**config.mk**
```make
export PLATFORM = sky130hd
export DESIGN_NAME = ebu_arbiter
export DESIGN_NICKNAME = d
export VERILOG_FILES = /design/src/rtl/ebu_arbiter.sv
export SDC_FILE = /design/constraint.sdc
export NUM_CORES = 1
export LEC_CHECK = 0
export BUFFER_PORTS_ARGS = -buffer_cell sky130_fd_sc_hd__buf_2
export CORE_MARGIN = 2
export CORE_UTILIZATION = 50
export DETAILED_ROUTE_END_ITERATION = 8
export PLACE_DENSITY = 0.79
export SLEW_MARGIN = 15
export SYNTH_ARGS = -nofsm -noshare
export SYNTH_HDL_FRONTEND = slang
export SYNTH_SLANG_ARGS = --single-unit
```
**constraint.sdc**
```tcl
create_clock -name HCLK -period 6.75 [get_ports HCLK]
set_input_delay 1.35 -clock HCLK [delete_from_list [all_inputs] [get_ports HCLK]]
set_output_delay 1.35 -clock HCLK [all_outputs]
set_load 0.1 [all_outputs]
```
**src/rtl/ebu_arbiter.sv**
```systemverilog
// ebu_arbiter: two-master (LSU/IFU) AHB bus arbiter with round-robin tie break.
// A grant is held until the owner's final data beat. Address and data phases
// are tracked by separate counters, so address beat k+1 overlaps data beat k.
//
//   state      | meaning
//   -----------+------------------------------------------------------
//   S_IDLE     | bus idle; requests sampled and arbitrated each edge
//   S_LSU_XFER | LSU owns the bus; address/data beats in progress
//   S_IFU_XFER | IFU owns the bus; address/data beats in progress
module ebu_arbiter #(
    parameter int AHBW     = 64,
    parameter int PA_BITS  = 34,
    parameter int BURST_EN = 1
) (
    input  logic               HCLK,
    input  logic               HRESETn,
    input  logic               IFUReq,
    input  logic               IFUBurst,
    input  logic [PA_BITS-1:0] IFUAddr,
    input  logic               LSUReq,
    input  logic               LSUBurst,
    input  logic               LSUWrite,
    input  logic [PA_BITS-1:0] LSUAddr,
    input  logic               HREADY,
    output logic               IFUGrant,
    output logic               LSUGrant,
    output logic               IFUDone,
    output logic               LSUDone,
    output logic [PA_BITS-1:0] HADDR,
    output logic [1:0]         HTRANS,
    output logic [2:0]         HBURST,
    output logic               HWRITE
);

    localparam logic [PA_BITS-1:0] STEP = PA_BITS'(AHBW / 8);

    localparam logic [1:0] TR_IDLE   = 2'b00;
    localparam logic [1:0] TR_NONSEQ = 2'b10;
    localparam logic [1:0] TR_SEQ    = 2'b11;
    localparam logic [2:0] BU_SINGLE = 3'b000;
    localparam logic [2:0] BU_INCR4  = 3'b011;

    typedef enum logic [1:0] {
        S_IDLE     = 2'd0,
        S_LSU_XFER = 2'd1,
        S_IFU_XFER = 2'd2
    } state_t;

    state_t               state_q, state_d;
    logic                 ifu_skip_q, ifu_skip_d;
    logic [PA_BITS-1:0]   base_q, base_d;
    logic                 burst_q, burst_d;
    logic                 write_q, write_d;
    logic [2:0]           addr_cnt_q, addr_cnt_d;
    logic [2:0]           data_cnt_q, data_cnt_d;

    logic [2:0]           n_beats;
    logic                 in_xfer;
    logic                 addr_pend;
    logic                 addr_acc;
    logic                 data_acc;
    logic                 last_beat;

    // Beat bookkeeping shared by next-state and output logic.
    always_comb begin
        n_beats   = burst_q ? 3'd4 : 3'd1;
        in_xfer   = (state_q != S_IDLE);
        addr_pend = (addr_cnt_q < n_beats);
        addr_acc  = in_xfer && addr_pend && HREADY;
        data_acc  = in_xfer && (addr_cnt_q > data_cnt_q) && HREADY;
        last_beat = data_acc && (data_cnt_q == (n_beats - 3'd1));
    end

    // State and transaction context registers.
    always_ff @(posedge HCLK or negedge HRESETn) begin
        if (!HRESETn) begin
            state_q    <= S_IDLE;
            ifu_skip_q <= 1'b0;
            base_q     <= '0;
            burst_q    <= 1'b0;
            write_q    <= 1'b0;
            addr_cnt_q <= 3'd0;
            data_cnt_q <= 3'd0;
        end else begin
            state_q    <= state_d;
            ifu_skip_q <= ifu_skip_d;
            base_q     <= base_d;
            burst_q    <= burst_d;
            write_q    <= write_d;
            addr_cnt_q <= addr_cnt_d;
            data_cnt_q <= data_cnt_d;
        end
    end

    // Arbitration in idle; beat counting until the final data beat.
    always_comb begin
        state_d    = state_q;
        ifu_skip_d = ifu_skip_q;
        base_d     = base_q;
        burst_d    = burst_q;
        write_d    = write_q;
        addr_cnt_d = addr_cnt_q;
        data_cnt_d = data_cnt_q;
        case (state_q)
            S_IDLE: begin
                addr_cnt_d = 3'd0;
                data_cnt_d = 3'd0;
                // IFUSkip records that the IFU lost the last tie, so it wins the next one.
                if (LSUReq && (!IFUReq || !ifu_skip_q)) begin
                    state_d    = S_LSU_XFER;
                    base_d     = LSUAddr;
                    burst_d    = LSUBurst;
                    write_d    = LSUWrite;
                    ifu_skip_d = IFUReq ? 1'b1 : ifu_skip_q;
                end else if (IFUReq) begin
                    state_d    = S_IFU_XFER;
                    base_d     = IFUAddr;
                    burst_d    = IFUBurst;
                    write_d    = 1'b0;
                    ifu_skip_d = 1'b0;
                end
            end
            default: begin
                if (last_beat) begin
                    state_d    = S_IDLE;
                    addr_cnt_d = 3'd0;
                    data_cnt_d = 3'd0;
                end else begin
                    addr_cnt_d = addr_cnt_q + {2'b00, addr_acc};
                    data_cnt_d = data_cnt_q + {2'b00, data_acc};
                end
            end
        endcase
    end

    // AHB and handshake outputs; everything is zero outside a transfer.
    always_comb begin
        IFUGrant = 1'b0;
        LSUGrant = 1'b0;
        IFUDone  = 1'b0;
        LSUDone  = 1'b0;
        HADDR    = '0;
        HTRANS   = TR_IDLE;
        HBURST   = BU_SINGLE;
        HWRITE   = 1'b0;
        if (in_xfer) begin
            LSUGrant = (state_q == S_LSU_XFER);
            IFUGrant = (state_q == S_IFU_XFER);
            LSUDone  = last_beat && (state_q == S_LSU_XFER);
            IFUDone  = last_beat && (state_q == S_IFU_XFER);
            HADDR    = base_q + (PA_BITS'(addr_cnt_q) * STEP);
            HWRITE   = write_q;
            HBURST   = (burst_q && (BURST_EN != 0)) ? BU_INCR4 : BU_SINGLE;
            if (addr_pend) begin
                HTRANS = ((addr_cnt_q == 3'd0) || (BURST_EN == 0)) ? TR_NONSEQ : TR_SEQ;
            end
        end
    end

endmodule

```
# Yosys cells after proc, flatten, opt, wreduce, memory -nomap -nowiden
# Index checks and enable logic that the tools add are counted.
[classes]
n_reduce_logical = 19
mux = 28
eq_ne = 4
addsub = 4
order_cmp = 2
[ops]
columns = ["op", "count"]
rows = [
  ["$mux W34", 3],
  ["$add A34 B6 Y34", 1],
  ["$mux W2", 8],
  ["$mux W3", 5],
  ["$mux W1", 12],
  ["$logic_and A1 B1 Y1", 8],
  ["$add A3 B1 Y3", 2],
  ["$reduce_and A2 Y1", 3],
  ["$reduce_bool A2 Y1", 3],
  ["$eq A3 B3 Y1", 1],
  ["$gt A3 B3 Y1", 1],
  ["$logic_not A3 Y1", 1],
  ["$lt A3 B3 Y1", 1],
  ["$ne A3 B3 Y1 const B", 1],
  ["$sub A3 B1 Y3 const B", 1],
  ["$eq A2 B1 Y1 const B", 1],
  ["$eq A2 B2 Y1 const B", 1],
  ["$logic_not A1 Y1", 2],
  ["$logic_not A2 Y1", 1],
  ["$logic_or A1 B1 Y1", 1],
]
[totals]
wordCells = 64
ff_bits = 45
out_inout_bits = 44
inputBits = 76

# Logic depth before layout (Yosys ltp)
# Gate-level depths: netlist of the first run.
[logic_depth]
ltp_word = 7
mapped_depth = 9
ltp_nobuf = 9

# Least setup slack after synthesis of the first run
# No wires, ideal clock.
[synth_timing]
path_type = "reg2out"
startpoint = "register burst_q"
endpoint = "output port HTRANS[0]"
t_required_ps = 5400
arrival_time_ps = 3954
path_slack_ps = 1446
path_buffers = 0
stages_incl_launch_ff = 6
cell_sequence = "dfrtp_1 > inv_1 > ha_1 > o31a_1 > nor3_1 > o31a_1"
[synth_between]
elab_chain_len = 4
[synth_lines]
columns = ["item", "line", "source"]
rows = [
  ["start: declaration", "52", "logic burst_q, burst_d;"],
  ["start signal: assignment", "88", "burst_q <= burst_d;"],
  ["$mux W3", "66", "n_beats = burst_q ? 3'd4 : 3'd1;"],
  ["$lt A3 B3 Y1", "68", "addr_pend = (addr_cnt_q < n_beats);"],
  ["$mux W2", "154", "if (addr_pend) begin"],
  ["$mux W2", "146", "if (in_xfer) begin"],
  ["end: declaration", "30", "output logic [1:0] HTRANS,"],
]
# Every way passes these cells.

# Worst setup path after layout of the first run
[layout_timing]
startpoint = "register addr_cnt_q[0]"
endpoint = "output port HADDR[23]"
[layout_between]
elab_chain_len = 2
[layout_lines]
columns = ["item", "line", "source"]
rows = [
  ["start: declaration", "54", "logic [2:0] addr_cnt_q, addr_cnt_d;"],
  ["start signal: assignment", "90", "addr_cnt_q <= addr_cnt_d;"],
  ["$add A34 B6 Y34", "151", "HADDR = base_q + (PA_BITS'(addr_cnt_q) * STEP);"],
  ["$mux W34", "146", ""],
  ["end: declaration", "29", "output logic [PA_BITS-1:0] HADDR,"],
]
# Every way passes these cells.

==> run summary, run 1 <==
GRT
--------------------------------------------------------------------------------------------------------
Number of global-route vias before repair                                                           2755
Total global routing overflow                                                                          0
Global-route wire length before repair                                                          12700 µm
Tot GR Track Use                                                                                   0.220
Largest net degree at the start of global routing                                                     73
Number of antenna violations at the first check in global routing                                      0

CTS
--------------------------------------------------------------------------------------------------------
Clock network latency to the later pin of the worst-skew pair                                    0.29 ns
Post-CTS clock slew at the launch and capture registers of the worst setup and hold paths        0.08 ns
Post-CTS setup buffer count                                                                            0
Post_cts resized                                                                                       0
Clock Root Buffer                                                                           sky130_fd_sc_hd__clkbuf_8
Clock Sink Count                                                                                      45
CTS H-Tree Depth                                                                                       2
Buffers from clock root to sink, at most                                                               2
Hold_buf cts                                                                                           0
CTS tree                                                                                             yes
TritonCTS buffer count                                                                                 5

SETUP PATH
--------------------------------------------------------------------------------------------------------
Critical path capture point type                                                            primary output
Critical path peak fanout                                                                             15
Worst R2R Setup Slack                                                                            4.25 ns
Startpoint type of the worst setup path                                                        flip-flop
Classification of the worst setup path                                                           reg2out
Required time of the critical path                                                               5.40 ns
Critical path arrival                                                                            2.94 ns

DIE
--------------------------------------------------------------------------------------------------------
Total core area                                                                                 6240 µm²
Die area                                                                                        7000 µm²
Cell Rows                                                                                             29
Vertical die dimension                                                                           83.7 µm
Starting density of the core                                                                       0.509
Die width                                                                                        83.7 µm
IO Count                                                                                             120

RUN STATUS
--------------------------------------------------------------------------------------------------------
Run status                                                                                  complete, no violations

CELLS AND AREA
--------------------------------------------------------------------------------------------------------
Commonest cells after routing, fill and taps aside                                          118 x sky130_fd_sc_hd__buf_2, 50 x sky130_fd_sc_hd__nand2_1, 45 x sky130_fd_sc_hd__dfrtp_1
Net count, final                                                                                     556
Commonest non-fill, non-tap cell in the layout                                              sky130_fd_sc_hd__buf_2
Filler Cells Inserted                                                                                566
Synthesis-to-layout area growth                                                                    22.2%
Number of antenna cells inserted                                                                       0
Share of post-route cells with drive strength above 1                                              0.296

YOSYS
--------------------------------------------------------------------------------------------------------
Sequential share of the synthesized area                                                           0.355
Fraction of registers with async set/reset                                                          1.00
Commonest register cell after synthesis                                                     sky130_fd_sc_hd__dfrtp_1
Synth Instances                                                                                      364
Count of distinct cell types in the synthesized netlist                                               43
Leading area contributor after synthesis                                                    sky130_fd_sc_hd__dfrtp_1
Count of synthesis-stage warnings from yosys                                                           0
Netlist area before placement                                                                   3180 µm²
Number of flip-flops and latches in the synthesized netlist                                           45
Mapped Nets                                                                                          452
Post-synth EDFFs                                                                                       0
Synthesized area divided by synthesized cell count                                              8.72 µm²
Top cells by area, synth                                                                    sky130_fd_sc_hd__dfrtp_1 35%, sky130_fd_sc_hd__mux2i_1 12%, sky130_fd_sc_hd__o21ai_0 6.1%, sky130_fd_sc_hd__nand2_1 5.9%, sky130_fd_sc_hd__ha_1 4.3%
Top-area cell type share of the netlist area                                                       0.355

RUN
--------------------------------------------------------------------------------------------------------
Max-cap violation count                                                                                0

STA
--------------------------------------------------------------------------------------------------------
Hold violation count in the final report                                                               0
Fin crit share                                                                                     0.636
Final sum of negative setup slack                                                                   0 ns
Final setup vio count                                                                                  0
Min cycle time layout                                                                            4.29 ns
Worst rel slew slack                                                                               0.335
Transition at the pin with the smallest max-transition slack                                    0.998 ns
Slew Limit Fails                                                                                       0
Worst Skew                                                                                    0.00824 ns
Fmax                                                                                             233 MHz
Unrepaired setup endpoints after global routing                                                       no

HOLD PATH
--------------------------------------------------------------------------------------------------------
Tightest Hold Check Type                                                                         reg2reg

DETAILED ROUTING
--------------------------------------------------------------------------------------------------------
Post-detailed-route DRC marker count                                                                   0
DRT Wirelength                                                                                   7570 µm
Detailed router's first-iteration violation count                                                    149
Residual antenna-violating net count after detailed routing                                            0
Count of vias placed by the detailed router                                                         2987
Via-to-Cell Ratio                                                                                   5.47
Wire length per cell                                                                             13.9 µm
DRT Pass-1 Iters                                                                                       4

PLACEMENT
--------------------------------------------------------------------------------------------------------
Final RePlAce weighted congestion                                                                  0.870
Half-perimeter wire length after placement                                                       5620 µm
Number of input and output port buffers inserted                                                     118

==> cell families after synthesis <==
family / synth area share
xor+xnor: 0.0331
compound gates: 0.153
mux: 0.123
simple gates: 0.223
flops: 0.355
fa+ha+maj: 0.0496
buf+inv: 0.0615
other cells: 0.00118
==> registers in the layout, indices dropped and copies added, names as in the netlist <==
register and cells:
burst_q 1, write_q 1, ifu_skip_q 1, data_cnt_q 3
state_q 2, addr_cnt_q 3, base_q 34
==> final timing paths <==
kind,startpoint,endpoint,depth (start not counted)
worst max register to register,state_q[1],addr_cnt_q[2],8
worst min-delay path,base_q[2],base_q[2],2
max in group asynchronous,HRESETn,base_q[28],1
min in group asynchronous,HRESETn,write_q,1
worst min register to register,base_q[2],base_q[2],2
worst max-delay path,addr_cnt_q[0],HADDR[23],7
==> critical path, cell delays in order, from the launching register on <==
cell and delay [ns]:
sky130_fd_sc_hd__dfrtp_1 0.44, sky130_fd_sc_hd__ha_1 0.24, sky130_fd_sc_hd__fa_1 0.41, sky130_fd_sc_hd__a21oi_1 0.43
sky130_fd_sc_hd__or2_2 0.37, sky130_fd_sc_hd__o31ai_1 0.11, sky130_fd_sc_hd__a21oi_1 0.18, sky130_fd_sc_hd__buf_2 0.45
==> stage by stage <==
| step | util | area [µm²] | cells | hold WS (ns) | setup slack [ns] |
|---|---|---|---|---|---|
| final | 0.622 | 3880 | 546 | 0.475 | 2.46 |
| after global routing | 0.622 | 3880 | 546 | 0.510 | 2.33 |
| after CTS | 0.622 | 3880 | 546 | 0.484 | 2.47 |
| after detailed placement | 0.603 | 3760 | 538 | 0.466 | 2.80 |
| after global placement | 0.603 | 3760 | 538 | 0.454 | 2.90 |
| after floorplan | - | 3180 | 364 | 0.442 | 1.45 |
==> cell usage after synthesis, drive strengths merged, types with 3 or more instances <==
cell	n
nor3	5
nor4	5
nand2b	3
mux2i	38
nand4	7
buf	11
or4	17
o31ai	15
nand3	11
dfrtp	45
nor3b	4
inv	11
nor2	14
a21oi	20
and2	9
ha	11
clkbuf	14
nand2	50
xnor2	12
o21ai	40
and4	3
==> layer usage <==
| metal | routed length, µm | share of wire | global-route usage |
|---|---|---|---|
| met2 | 3620 | 0.48 | 0.365 |
| met3 | 321 | 0.042 | 0.0287 |
| met1 | 3540 | 0.47 | 0.305 |
| met5 | 0 | 0 | 0 |
| met4 | 86 | 0.011 | 0.0616 |
==> layout make-up <==
cell class                 count  area [µm²]  share of cell area
clock buffer                   7        86.3              0.0223
clock inverter                 1        30.0             0.00774
inverter                      11        41.3              0.0106
multi-input combinational    283        1880               0.484
sequential                    45        1130               0.290
tap                           77        96.3              0.0248
timing repair buffer         122         621               0.160
Power of run 1 is left out: the tool's default activity adds up to more than one toggle a clock period on the data nets, which glitch-free logic cannot reach.
==> inputs of run 2 (changes only) <==
- CORE_UTILIZATION: 50 -> 45
- PLACE_DENSITY: 0.79 -> 0.75
- clock period: 6.75 -> 3.5 ns (I/O delays scaled with it)
==> run 2 against run 1 <==
Compared with the run above: critical path depth fell by 1; flip-flop and latch count is the same; via count increased by 2.6%; count of clock-buffer cells in the layout unchanged; die area rose by 11%; final area increased by 9.9%; register-to-register slack got worse by 2.8 ns; core utilization increased by 0.57 points; hold slack worse by 0.17 ns; final cell count rose by 3.8%; clock skew fell by 0.0011 ns; setup slack worse by 2.3 ns; critical endpoint is now HADDR[22].
==> run summary, run 2 (synthesis results as in run 1) <==
RUN STATUS
--------------------------------------------------------------------------------------------------------
Run status                                                                                  complete, no violations

SETUP PATH
--------------------------------------------------------------------------------------------------------
Startpoint type of the worst setup path                                                        flip-flop
Crit path from                                                                              addr_cnt_q[2]
Required time of the critical path                                                               2.80 ns   -2.60 ns
Launch point of the worst reg-to-reg path                                                   addr_cnt_q[1]
Classification of the worst setup path                                                           reg2out
Critical path peak fanout                                                                             19   +4
Critical path capture point type                                                            primary output
Critical path arrival                                                                            2.66 ns   -0.28 ns

GRT
--------------------------------------------------------------------------------------------------------
Number of antenna violations at the first check in global routing                                      0   unchanged
Global-route wire length before repair                                                          13200 µm   +4.4%
Number of global-route vias before repair                                                           2857   +3.7%
Tot GR Track Use                                                                                   0.217   -0.00320
Total global routing overflow                                                                          0   unchanged
Largest net degree at the start of global routing                                                     46   -37%

CELLS AND AREA
--------------------------------------------------------------------------------------------------------
Filler-free cell count of the finished design                                                        567   +3.8%
Largest reg by FF count                                                                           base_q
Commonest non-fill, non-tap cell in the layout                                              sky130_fd_sc_hd__buf_2
Flip-flop count of the largest register, all copies and words added                                   34   unchanged
Final core utilization                                                                             0.627   +0.00575
Net count, final                                                                                     558   +0.36%
Register cell area after layout                                                                 1130 µm²   unchanged
Number of antenna cells inserted                                                                       0   unchanged
Share of post-route cells with drive strength above 1                                              0.355   +0.0582
Commonest cells after routing, fill and taps aside                                          98 x sky130_fd_sc_hd__buf_2, 50 x sky130_fd_sc_hd__nand2_1, 45 x sky130_fd_sc_hd__dfrtp_1
Largest registers ranked by flip-flop count                                                 base_q: 34 flops, addr_cnt_q: 3 flops, data_cnt_q: 3 flops
Synthesis-to-layout area growth                                                                    34.2%
Area of the multi-input gates                                                                   2020 µm²   +7.4%
Filler Cells Inserted                                                                                589   +4.1%

STA
--------------------------------------------------------------------------------------------------------
Min cycle time layout                                                                            3.36 ns
Unrepaired setup endpoints after global routing                                                       no
Worst Skew                                                                                    0.00710 ns   -0.00114 ns
Slew Limit Fails                                                                                       0   unchanged
Fmax                                                                                             298 MHz
Final setup vio count                                                                                  0   unchanged
Hold violation count in the final report                                                               0   unchanged
Transition at the pin with the smallest max-transition slack                                    0.794 ns   -0.204 ns
Final sum of negative setup slack                                                                   0 ns   unchanged
Worst rel slew slack                                                                               0.470   +0.135
Fin crit share                                                                                     0.960

PLACEMENT
--------------------------------------------------------------------------------------------------------
Half-perimeter wire length after placement                                                       6160 µm   +9.5%
Final RePlAce weighted congestion                                                                  0.856   -1.7%
Number of input and output port buffers inserted                                                     118   unchanged
Number of instances in the placed design                                                             558   +3.7%

CTS
--------------------------------------------------------------------------------------------------------
Post-CTS clock slew at the launch and capture registers of the worst setup and hold paths        0.09 ns   about the same
Clock Root Buffer                                                                           sky130_fd_sc_hd__clkbuf_8
CTS H-Tree Depth                                                                                       2   unchanged
CTS tree                                                                                             yes
Clock network latency to the later pin of the worst-skew pair                                    0.30 ns   about the same
Buffers from clock root to sink, at most                                                               2   unchanged
Clock Sink Count                                                                                      45   unchanged
TritonCTS buffer count                                                                                 5   unchanged

DIE
--------------------------------------------------------------------------------------------------------
IO Count                                                                                             120   unchanged
Total core area                                                                                 6790 µm²   +8.9%
Vertical die dimension                                                                           88.0 µm   +5.1%
Die area                                                                                        7740 µm²   +11%
Starting density of the core                                                                       0.467   -0.0414
Die width                                                                                        88.0 µm   +5.1%
Cell Rows                                                                                             30   +3.4%

DETAILED ROUTING
--------------------------------------------------------------------------------------------------------
Residual antenna-violating net count after detailed routing                                            0   unchanged
Wire length per cell                                                                             14.4 µm   +4.0%
Count of vias placed by the detailed router                                                         3066   +2.6%
Post-detailed-route DRC marker count                                                                   0   unchanged
Via-to-Cell Ratio                                                                                   5.41   -1.2%
DRT Wirelength                                                                                   8180 µm   +8.0%
Detailed router's first-iteration violation count                                                    123   -17%
DRT Pass-1 Iters                                                                                       4   unchanged

HOLD PATH
--------------------------------------------------------------------------------------------------------
Tightest Hold Check Type                                                                        in2async

RUN
--------------------------------------------------------------------------------------------------------
Max-cap violation count                                                                                0   unchanged

-- run 2: cell type report --
class	count	share of cell area
Multi-Input combinational cell	283	0.473
Sequential cell	45	0.264
Timing Repair Buffer	124	0.201
Tap cell	96	0.0282
Clock buffer	7	0.0226
Inverter	11	0.00969
Clock inverter	1	0.00117
-- run 2: final timing paths --
check                                endpoint  slack [ns]  cells past startpoint
worst min-delay path                base_q[3]        0.30                      1
worst max-delay path                HADDR[22]        0.14                      6
max in group asynchronous          base_q[18]        2.71                      2
worst max register to register  data_cnt_q[2]        1.45                      8
min in group HCLK                   base_q[0]        0.48                      2
worst min register to register      base_q[0]        0.48                      2
-- run 2: what timing repair did --
action | CTS | global route
buffers inserted | 0 | 0
resized for setup | 5 | 19
endpoints found under the setup margin | 7 | 21
hold buffers | 0 | 0
hold endpoints to repair | 0 | 0
-- run 2: critical path: stages (launching register included) --
cell and delay [ns]:
sky130_fd_sc_hd__dfrtp_1 0.46, sky130_fd_sc_hd__ha_1 0.40, sky130_fd_sc_hd__nand3_1 0.19, sky130_fd_sc_hd__a21o_4 0.33, sky130_fd_sc_hd__or4_1 0.51, sky130_fd_sc_hd__a21oi_2 0.16
sky130_fd_sc_hd__buf_4 0.30
-- run 2: stage by stage --
stage               setup slack, ns  hold slack [ns]  instance area [µm²]
finish                        0.141            0.302                 4260
CTS                        0.000993            0.482                 4200
global placement              0.366            0.454                 4080
detailed placement            0.243            0.462                 4080
floorplan                    -0.192            0.404                 3280
global route                 0.0219            0.321                 4260
-- run 2: routing by layer --
layer / wire (µm) / GRT usage / part of all wire
met1: 3500 / 0.281 / 0.43
met2: 4030 / 0.375 / 0.49
met3: 542 / 0.0358 / 0.066
met4: 102 / 0.0629 / 0.012
met5: 0 / 0 / 0
Power of run 2 is left out for the same reason.
